$ cat src/rtl/lsu_pkg.sv
// Shared definitions for the load/store unit: FSM encoding, access sizes
// and the alignment rule used to classify faulting requests.
package lsu_pkg;

    typedef enum logic [1:0] {
        ST_IDLE   = 2'd0,
        ST_ACCESS = 2'd1,
        ST_RESP   = 2'd2,
        ST_FAULT  = 2'd3
    } lsu_state_t;

    localparam logic [1:0] SIZE_BYTE = 2'b00;
    localparam logic [1:0] SIZE_HALF = 2'b01;
    localparam logic [1:0] SIZE_WORD = 2'b10;
    localparam logic [1:0] SIZE_BAD  = 2'b11;

    // A request faults on the illegal size or on an address not aligned to its size.
    function automatic logic is_fault(input logic [1:0] size, input logic [1:0] addr_lo);
        logic fault;
        fault = 1'b0;
        case (size)
            SIZE_HALF: fault = addr_lo[0];
            SIZE_WORD: fault = (addr_lo != 2'b00);
            SIZE_BAD:  fault = 1'b1;
            default:   fault = 1'b0;
        endcase
        return fault;
    endfunction

endpackage

$ cat src/rtl/load_extend.sv
// Combinational extension of right-justified load data to 32 bits,
// sign- or zero-filling above the byte/halfword boundary.
module load_extend
    import lsu_pkg::*;
(
    input  logic [31:0] data,
    input  logic [1:0]  size,
    input  logic        is_signed,
    output logic [31:0] result
);

    logic keep_half;
    logic keep_word;
    logic fill;

    // Illegal size never reaches here; it is treated like a word.
    assign keep_half = (size != SIZE_BYTE);
    assign keep_word = size[1];
    assign fill      = is_signed & ((size == SIZE_BYTE) ? data[7] : data[15]);

    genvar gi;
    generate
        for (gi = 0; gi < 32; gi++) begin : g_bit
            if (gi < 8) begin : g_low
                assign result[gi] = data[gi];
            end else if (gi < 16) begin : g_mid
                assign result[gi] = keep_half ? data[gi] : fill;
            end else begin : g_high
                assign result[gi] = keep_word ? data[gi] : fill;
            end
        end
    endgenerate

endmodule

$ cat src/rtl/load_store_unit.sv
// Single-outstanding load/store unit: registers a request, performs one
// RAM access (or faults it), and holds the response until it is taken.
module load_store_unit
    import lsu_pkg::*;
(
    input  logic        clk,
    input  logic        reset,
    input  logic        req_valid,
    output logic        req_ready,
    input  logic        req_store,
    input  logic [1:0]  req_size,
    input  logic        req_signed,
    input  logic [7:0]  req_addr,
    input  logic [31:0] req_wdata,
    output logic        resp_valid,
    input  logic        resp_ready,
    output logic [31:0] resp_data,
    output logic        resp_fault,
    output logic        mem_enable,
    output logic        mem_rw,
    output logic [7:0]  mem_addr,
    output logic [1:0]  mem_size,
    output logic [31:0] mem_din,
    input  logic [31:0] mem_dout,
    output logic [15:0] access_count,
    output logic [7:0]  fault_count
);

    lsu_state_t  state_reg, state_next;
    logic        store_reg;
    logic [1:0]  size_reg;
    logic        signed_reg;
    logic [7:0]  addr_reg;
    logic [31:0] wdata_reg;
    logic [31:0] resp_data_reg;
    logic [15:0] access_count_reg;
    logic [7:0]  fault_count_reg;

    logic        accept;
    logic        in_access;
    logic        handshake;
    logic [31:0] load_value;

    assign accept    = req_valid && (state_reg == ST_IDLE);
    assign in_access = (state_reg == ST_ACCESS);
    assign handshake = resp_valid && resp_ready;

    load_extend u_extend (
        .data      (mem_dout),
        .size      (size_reg),
        .is_signed (signed_reg),
        .result    (load_value)
    );

    always_comb begin
        state_next = state_reg;
        case (state_reg)
            ST_IDLE: begin
                if (req_valid) begin
                    state_next = is_fault(req_size, req_addr[1:0]) ? ST_FAULT : ST_ACCESS;
                end
            end
            ST_ACCESS: state_next = ST_RESP;
            ST_RESP, ST_FAULT: begin
                if (resp_ready) begin
                    state_next = ST_IDLE;
                end
            end
            default: state_next = ST_IDLE;
        endcase
    end

    always_ff @(posedge clk) begin
        if (reset) begin
            state_reg        <= ST_IDLE;
            store_reg        <= 1'b0;
            size_reg         <= SIZE_BYTE;
            signed_reg       <= 1'b0;
            addr_reg         <= 8'd0;
            wdata_reg        <= 32'd0;
            resp_data_reg    <= 32'd0;
            access_count_reg <= 16'd0;
            fault_count_reg  <= 8'd0;
        end else begin
            state_reg <= state_next;
            if (accept) begin
                store_reg     <= req_store;
                size_reg      <= req_size;
                signed_reg    <= req_signed;
                addr_reg      <= req_addr;
                wdata_reg     <= req_wdata;
                resp_data_reg <= 32'd0;
            end
            if (in_access) begin
                resp_data_reg <= store_reg ? 32'd0 : load_value;
            end
            if (handshake && (state_reg == ST_RESP)) begin
                access_count_reg <= access_count_reg + 16'd1;
            end
            if (handshake && (state_reg == ST_FAULT) && (fault_count_reg != 8'hFF)) begin
                fault_count_reg <= fault_count_reg + 8'd1;
            end
        end
    end

    assign req_ready    = (state_reg == ST_IDLE);
    assign resp_valid   = (state_reg == ST_RESP) || (state_reg == ST_FAULT);
    assign resp_fault   = (state_reg == ST_FAULT);
    assign resp_data    = resp_valid ? resp_data_reg : 32'd0;
    assign mem_enable   = in_access;
    assign mem_rw       = in_access ? store_reg : 1'b0;
    assign mem_addr     = in_access ? addr_reg : 8'd0;
    assign mem_size     = in_access ? size_reg : 2'b00;
    assign mem_din      = in_access ? wdata_reg : 32'd0;
    assign access_count = access_count_reg;
    assign fault_count  = fault_count_reg;

endmodule

$ cat config.mk
export PLATFORM = sky130hd
export DESIGN_NAME = load_store_unit
export DESIGN_NICKNAME = d
export VERILOG_FILES = /design/src/rtl/lsu_pkg.sv /design/src/rtl/load_extend.sv /design/src/rtl/load_store_unit.sv
export SDC_FILE = /design/constraint.sdc
export NUM_CORES = 1
export LEC_CHECK = 0
export BUFFER_PORTS_ARGS = -buffer_cell sky130_fd_sc_hd__buf_4
export CAP_MARGIN = 20
export CORE_UTILIZATION = 43
export CTS_CLUSTER_DIAMETER = 200
export DETAILED_ROUTE_END_ITERATION = 8
export PLACE_DENSITY = 0.76
export SYNTH_ARGS = -nofsm -noshare
export SYNTH_HDL_FRONTEND = slang
export SYNTH_SLANG_ARGS = --single-unit
$ cat constraint.sdc
create_clock -name clk -period 1.8 [get_ports clk]
set_clock_uncertainty 0.2 [all_clocks]
set_input_delay 0.09 -clock clk [delete_from_list [all_inputs] [get_ports clk]]
set_output_delay 0.09 -clock clk [all_outputs]
set_load 0.01 [all_outputs]
**Word-level counts from Yosys, hierarchy flattened**

Index checks and enable logic that the tools add are counted.

- Equal/unequal tests: 9
- Bitwise logic cells: 1
- Reduce and logical (&&, ||, !) cells: 13
- Add/sub/neg operators: 2
- Mux-type cells: 40

Operators with widths:

| operator | count |
|---|---|
| 32-bit 2-to-1 mux | 5 |
| 1-bit 2-to-1 mux | 28 |
| 16-bit by 1-bit adder with 16-bit output (second input constant) | 1 |
| 8-bit by 1-bit adder with 8-bit output (second input constant) | 1 |
| 2-bit == test (second input constant) | 4 |
| 2-bit 2-to-1 mux | 4 |
| 8-bit 2-to-1 mux | 1 |
| 8-bit inequality test (second input constant) | 1 |
| 2-bit one-hot mux with 3 select lines | 1 |
| 2-bit nonzero test | 3 |
| 1-bit logical AND | 5 |
| 2-bit by 1-bit == test with 1-bit output (second input constant) | 2 |
| 2-bit logical NOT | 2 |
| 2-bit inequality test (second input constant) | 2 |
| 1-bit one-hot mux with 3 select lines | 1 |
| 2-bit AND reduction | 1 |
| 2-bit OR reduction | 1 |
| 1-bit bitwise AND | 1 |
| 1-bit logical OR | 1 |

- Output and inout bits: 103
- Logic and storage cells: 74
- Register bits after elaboration: 102
- Bits of input ports: 80

**Logic depth before layout (Yosys ltp)**

Gate-level depths: netlist of run 1.

- Depth after elaboration: 7
- Depth in mapped cells: 7
- Depth with buffers taken out: 5

**Modules after synthesis**

A second synthesis of run 1 with hierarchy kept.

- Cell total of the unflattened synthesis: 583
- Area total of the unflattened synthesis: 4657.0 um^2

By module, submodules not included:

| module | sequential area each (um^2) | area an instance (um^2) | cells each | times used |
|---|---|---|---|---|
| load_store_unit | 2042.0 | 4271.6 | 517 | 1 |
| load_extend | 0.0 | 385.4 | 66 | 1 |

**Worst setup path before layout of run 1**

Ideal clock, no wire load.

- Path type: register to register
- From: reg access_count_reg[4], in the netlist access_count[4]
- To: reg access_count_reg[15], in the netlist access_count[15]
- Period minus slack after synthesis: 1.924 ns
- Cell stages (with the launch flop): 5
- Path buffers: 0
- Arrival: 1.653 ns
- Library setup time: 0.070 ns
- Data required time: 1.530 ns
- Slack: -0.124 ns
- Cell sequence: dfxtp_1 > nand4_1 > or4_4 > or3_1 > a21oi_1

- Word-level cells in the longest chain between the ends: 1

RTL lines:

| element | line | RTL |
|---|---|---|
| from (decl) | load_store_unit.sv:36 | `logic [15:0] access_count_reg;` |
| from (signal assigned) | load_store_unit.sv:98 | `access_count_reg <= access_count_reg + 16'd1;` |
| 16-bit by 1-bit adder with 16-bit output | load_store_unit.sv:98 |  |

Every way passes these cells.
A chain may end at the register's enable or synchronous reset.

**Final worst setup path of run 1**

- From: reg state_reg[1]
- To: out mem_din[6]

- Word-level cells in the longest chain between the ends: 2

RTL lines:

| element | line | RTL |
|---|---|---|
| from (decl) | load_store_unit.sv:29 | `lsu_state_t state_reg, state_next;` |
| from (signal assigned) | load_store_unit.sv:85 | `state_reg <= state_next;` |
| 2-bit by 1-bit == test with 1-bit output | load_store_unit.sv:45 | `assign in_access = (state_reg == ST_ACCESS);` |
| 32-bit 2-to-1 mux | load_store_unit.sv:114 | `assign mem_din = in_access ? wdata_reg : 32'd0;` |
| to (decl) | load_store_unit.sv:23 | `output logic [31:0] mem_din,` |

Every way passes these cells.

==> flow_summary.json, run 1 <==
{
  "portBuffers": 182,
  "regArea_mm2": 0.00206,
  "min_period_ns": 1.84,
  "synth_edf_count": 0,
  "cts.clk_slew.worst_paths_ns": 0.10,
  "hold_path_class": "in -> reg",
  "leakagePower_nw": 3.28,
  "layout.cells.non_filler": 956,
  "drt_wl_total_um": 15300,
  "synth_compound_area_share_pct": 15.6,
  "die_w_um": 103,
  "crit_fanout": 11,
  "max-vdd-ir-drop_mv": 0.389,
  "synthMuxAreaShare_pct": 0.749,
  "synth_cells": 536,
  "final_common_cell": "buf_4",
  "intPower_mw": 3.59,
  "synth_area_mm2": 0.00434,
  "cp.required_ns": 1.51,
  "relSlewSlack_pct": 65.0,
  "synth_top_family_by_area": "simple AND/OR/NAND/NOR gates",
  "grt_setup_unrepaired": "true",
  "grt_pass1_wl_um": 22700,
  "yosys-top-cells-area": "dfxtp_1 (47%), and2_1 (11%), nand2_1 (9.2%)",
  "dieArea_mm2": 0.0105,
  "grt_use_total_pct": 27.7,
  "slew_violations": 0,
  "clk_path_buf_depth": 2,
  "fin_crit_sh_pct": 102,
  "crit_path_end_kind": "primary output",
  "ys_seq_elements": 102,
  "vias_per_cell": 5.18,
  "start_util_pct": 44.4,
  "drt_iter0_markers": 216,
  "fin_nets": 900,
  "p_per_area_mw_per_mm2": 654,
  "dp_hpwl_um": 8460,
  "num-fill-cells": 636,
  "final_hold_viol_count": 0,
  "dpl.cell_count": 848,
  "status": "complete, but fails checks",
  "wl_per_cell_um": 16.0,
  "worst_pin_slew_ns": 0.522,
  "synth-xor-area-share_pct": 3.43,
  "fin_ws_ns": -0.0422,
  "antenna_left": 0,
  "synth_top_area_cell": "dfxtp_1",
  "synth_simple_gate_area_share_pct": 29.1,
  "drcViolationCount": 0,
  "power.switching_mw": 1.34,
  "diodes": 0,
  "root_buffer": "clkbuf_8",
  "clkLatencyLatePin_ns": 0.37,
  "path_class": "reg -> out",
  "power_frac_seq_pct": 48.6,
  "synth_area_per_cell_um2": 8.10,
  "syn2layout_area_growth_pct": 73.6,
  "switching_share_pct": 27.2,
  "synthAdderAreaFrac_pct": 0.576,
  "syn_nets": 618,
  "num_rows": 36,
  "antenna_found_initial": 0,
  "synth_flop_cell": "dfxtp_1",
  "power.share.combinational_pct": 18.6,
  "critPathArrivalTime_ns": 1.55,
  "grt_start_max_net_pins": 60,
  "drive_above_1_share_pct": 36.6,
  "grt_pass1_vias": 4874,
  "clkSinkCount": 102,
  "max_freq_mhz": 543,
  "io_pins": 183,
  "h-tree-depth": 3,
  "synth_top_area_share_pct": 47.0,
  "crit_path_start_kind": "flop",
  "pwr-share-clk_pct": 32.8,
  "num_vias": 4955,
  "cts_tree": "yes",
  "multiInputGateArea_mm2": 0.00229,
  "core_region_area_mm2": 0.00977,
  "firstDrtPassIters": 5,
  "ys_warn_count": 0,
  "yosysSeqAreaShare_pct": 47.0,
  "finalPower_mw": 4.93,
  "finalWeightedCongestion": 0.819,
  "ys_types": 36,
  "grt_remaining_overflow": 0,
  "setup_viol": 30,
  "layout_common_cells": "buf_4 (185), nand2_1 (107), dfxtp_1 (94), dlygate4sd3_1 (78), a21oi_1 (72)",
  "cts_inserted_buffers": 9,
  "async_flop_share_pct": 0,
  "violations": "setup timing",
  "cap_viol_max_count": 0,
  "die_h_um": 103
}
-- worst paths after layout --
kind	start	to	slack, ns	cells past startpoint
worst min register to register	resp_data_reg[10]$_SDFFE_PP0P_	resp_data_reg[10]$_SDFFE_PP0P_	0.25	2
worst max register to register	state_reg[0]$_SDFFE_PP0P_	access_count[15]$_SDFFE_PP0P_	-0.02	5
worst max-delay path	state_reg[1]$_SDFFE_PP0P_	mem_din[6]	-0.04	6
worst min-delay path	req_valid	state_reg[0]$_SDFFE_PP0P_	0.03	4
-- layer usage --
metal	share of wire [%]	routed length, um	track usage [%]
met2	53	8030	49.7
met3	6.5	987	6.24
met4	2.2	339	11.4
met1	39	5910	31.6
met5	0	0	0
-- logic make-up (layout without fill, tap and decap cells) --
kind of cell    count (synthesis)  in the layout
simple gates                  252            252
compound gates                119            119
flops                         102            102
buf+inv                        41            328
xor+xnor                       17             17
mux                             3              3
fa+ha+maj                       2              2
-- layout make-up --
| cell class | instances | area share [%] |
|---|---|---|
| clock buffer | 10 | 1.97 |
| timing repair buffer | 309 | 37.0 |
| clock inverter | 6 | 0.962 |
| tap | 133 | 2.21 |
| multi-input combinational | 393 | 30.4 |
| inverter | 3 | 0.149 |
| sequential | 102 | 27.3 |
-- through the flow --
stage / hold slack, ns / setup slack (ns) / TNS [ns] / util, % / instance area, um2
detailed placement: 0.139 / -0.0238 / -0.0456 / 62.3 / 6090
CTS: 0.0103 / -0.0462 / -1.07 / 74.5 / 7280
global route: 0.0422 / -0.121 / -3.65 / 77.1 / 7540
floorplan: 0.0260 / -0.0575 / -0.0772 / - / 4360
finish: 0.0256 / -0.0422 / -0.652 / 77.1 / 7540
global placement: 0.131 / 0.0296 / 0 / 62.3 / 6090
-- timing repair --
item                                    4_1_cts  5_1_grt
endpoints found under the setup margin       47       99
resized for setup                            29       64
gates cloned                                  3        1
setup buffers                                 7        3
endpoints found under the hold margin        83        0
hold buffers                                 78        0
pin swaps                                     2       24
-- power by group through the flow --
stage	Sequential, mW	Clock [mW]	Combinational [mW]
3_3_place_gp	2.44	0	0.621
5_1_grt	2.41	1.75	0.984
6_report	2.40	1.62	0.916
4_1_cts	2.39	1.64	0.842
3_5_place_dp	2.45	0	0.638
2_1_floorplan	2.43	0	0.310
-- cell usage after synthesis (4+ instances only) --
cell      count
nand2_1     107
dfxtp_1     102
and2_1       79
a21oi_1      76
clkbuf_1     35
nor2_1       30
a22oi_1      24
o21ai_0      12
xor2_1        9
xnor2_1       8
nand4_1       6
nor3_1        5
or3_1         4
-- critical path, stage by stage (launching register included) --
cell and delay (ns):
dfxtp_4 0.36, buf_6 0.12, nor2b_4 0.18, buf_6 0.14, buf_8 0.13, and2_1 0.14, buf_4 0.13
No activity file was read; power rests on OpenSTA's default activity.
==> inputs of run 2 (changes only) <==
--- a/config.mk
+++ b/config.mk
@@ -11,6 +11,7 @@
 export CTS_CLUSTER_DIAMETER = 200
 export DETAILED_ROUTE_END_ITERATION = 8
 export PLACE_DENSITY = 0.76
+export SKIP_CTS_REPAIR_TIMING = 1
 export SYNTH_ARGS = -nofsm -noshare
 export SYNTH_HDL_FRONTEND = slang
 export SYNTH_SLANG_ARGS = --single-unit
==> run 2 against run 1 <==
  * The flow still finishes with violations (setup timing)
  * Highest routed layer unchanged
  * Fmax fell by 1.5%
  * Critical path depth did not move
  * Flip-flop and latch count did not move
  * Sequential power barely moved
  * Hold slack improved by 0.0064 ns
  * Non-clock buffer count fell by 5
  * Final area fell by 2.5%
  * Utilization fell by 1.9 points
  * Die area did not move
  * Register-to-register slack improved by 0.06 ns
  * Final cell count fell by 0.52%
==> flow_summary.json, run 2 (synthesis results as in run 1) <==
{
  "grt_start_max_net_pins": 60,
  "cp_top_family": "buffers and inverters",
  "status": "complete, but fails checks",
  "final_hold_viol_count": 0,
  "timing.critical_path.buf_inv": 4,
  "worst_pin_slew_ns": 0.471,
  "place_area_mm2": 0.00609,
  "clk_path_buf_depth": 2,
  "hold_path_class": "in -> reg",
  "drt_iter0_markers": 222,
  "path_cells": "buf_6 -> nor2b_4 -> buf_6 -> clkbuf_16 -> and2_1 -> buf_4",
  "clkSinkCount": 102,
  "grt_use_total_pct": 22.1,
  "final_common_cell": "buf_4",
  "grt_pass1_wl_um": 18400,
  "dieArea_mm2": 0.0105,
  "slew_violations": 0,
  "layout_common_cells": "buf_4 (195), nand2_1 (107), dfxtp_1 (94), dlygate4sd3_1 (78), a21oi_1 (75)",
  "cts.clk_slew.worst_paths_ns": 0.10,
  "relSlewSlack_pct": 68.5,
  "fin_ws_ns": -0.0697,
  "start_util_pct": 44.4,
  "max-vdd-ir-drop_mv": 0.401,
  "portBuffers": 182,
  "min_period_ns": 1.87,
  "grt_pass1_vias": 4149,
  "num_vias": 4849,
  "cp_common_cell": "buf_6",
  "violations": "setup timing",
  "core_region_area_mm2": 0.00977,
  "finalPower_mw": 4.87,
  "cap_viol_max_count": 0,
  "diodes": 0,
  "dp_hpwl_um": 8460,
  "die_h_um": 103,
  "setup_viol": 43,
  "wl_per_cell_um": 15.7,
  "h-tree-depth": 3,
  "antenna_left": 0,
  "final_util_pct": 75.2,
  "crit_path_end_kind": "primary output",
  "path_class": "reg -> out",
  "max_stage_delay_ns": 0.38,
  "vias_per_cell": 5.10,
  "clkLatencyLatePin_ns": 0.37,
  "drive_above_1_share_pct": 33.9,
  "crit_fanout": 6,
  "finalWeightedCongestion": 0.819,
  "r2r_slack_ns": 0.04,
  "grt_setup_unrepaired": "true",
  "critPathArrivalTime_ns": 1.58,
  "cp_slowest_cell": "dfxtp_4",
  "post-place-ws_ns": -0.0238,
  "cts_inserted_buffers": 9,
  "syn2layout_area_growth_pct": 69.3,
  "num-fill-cells": 668,
  "fin_crit_sh_pct": 104,
  "cp.required_ns": 1.51,
  "firstDrtPassIters": 5,
  "max_freq_mhz": 535,
  "p_per_area_mw_per_mm2": 662,
  "root_buffer": "clkbuf_8",
  "die_w_um": 103,
  "antenna_found_initial": 0,
  "cts_tree": "yes",
  "finalInstanceArea_mm2": 0.00735,
  "drt_wl_total_um": 14900,
  "io_pins": 183,
  "num_rows": 36,
  "leakagePower_nw": 3.22,
  "grt_remaining_overflow": 0,
  "fin_nets": 895,
  "drcViolationCount": 0,
  "crit_path_start_kind": "flop"
}
[run 2: worst min-delay path, delay by kind of cell]
kind / cells / cell delay (ns)
compound gates: 1 / 0.06
simple gates: 1 / 0.12
buf+inv: 2 / 0.28
[run 2: report_power, final]
part,internal [mW],switching [mW],leakage [nW],total (mW)
logic,0.460,0.404,2.27,0.864
registers,2.35,0.0542,0.834,2.40
clock network,0.748,0.858,0.114,1.61
[run 2: area by class of cell]
type | instances | area [um2] | share of cell area, %
sequential | 102 | 2060 | 28.0
clock inverter | 6 | 72.6 | 0.987
multi-input combinational | 393 | 2230 | 30.3
inverter | 3 | 11.3 | 0.153
timing repair buffer | 304 | 2670 | 36.3
clock buffer | 10 | 149 | 2.02
tap | 133 | 166 | 2.26
[run 2: routing by layer]
layer / routed length (um) / GRT usage, %
met1: 5870 / 25.8
met5: 0 / 0
met2: 7830 / 38.3
met4: 342 / 8.35
met3: 882 / 6.51
[run 2: per-stage QoR]
stage                     hold WS (ns)  TNS [ns]  cells
after CTS                       -0.265     -3.41    864
after detailed placement         0.139   -0.0456    848
after global placement           0.131         0    848
final                           0.0319     -1.32    951
after floorplan                 0.0260   -0.0772    536
after global routing            0.0467     -4.79    951
[run 2: final timing paths]
check | from | to | cells after the start
setup / recovery | state_reg[1]$_SDFFE_PP0P_ | mem_din[18] | 6
hold / removal | req_valid | state_reg[0]$_SDFFE_PP0P_ | 4
setup reg to reg | state_reg[1]$_SDFFE_PP0P_ | wdata_reg[4]$_SDFFE_PP0P_ | 6
hold reg to reg | resp_data_reg[10]$_SDFFE_PP0P_ | resp_data_reg[10]$_SDFFE_PP0P_ | 2
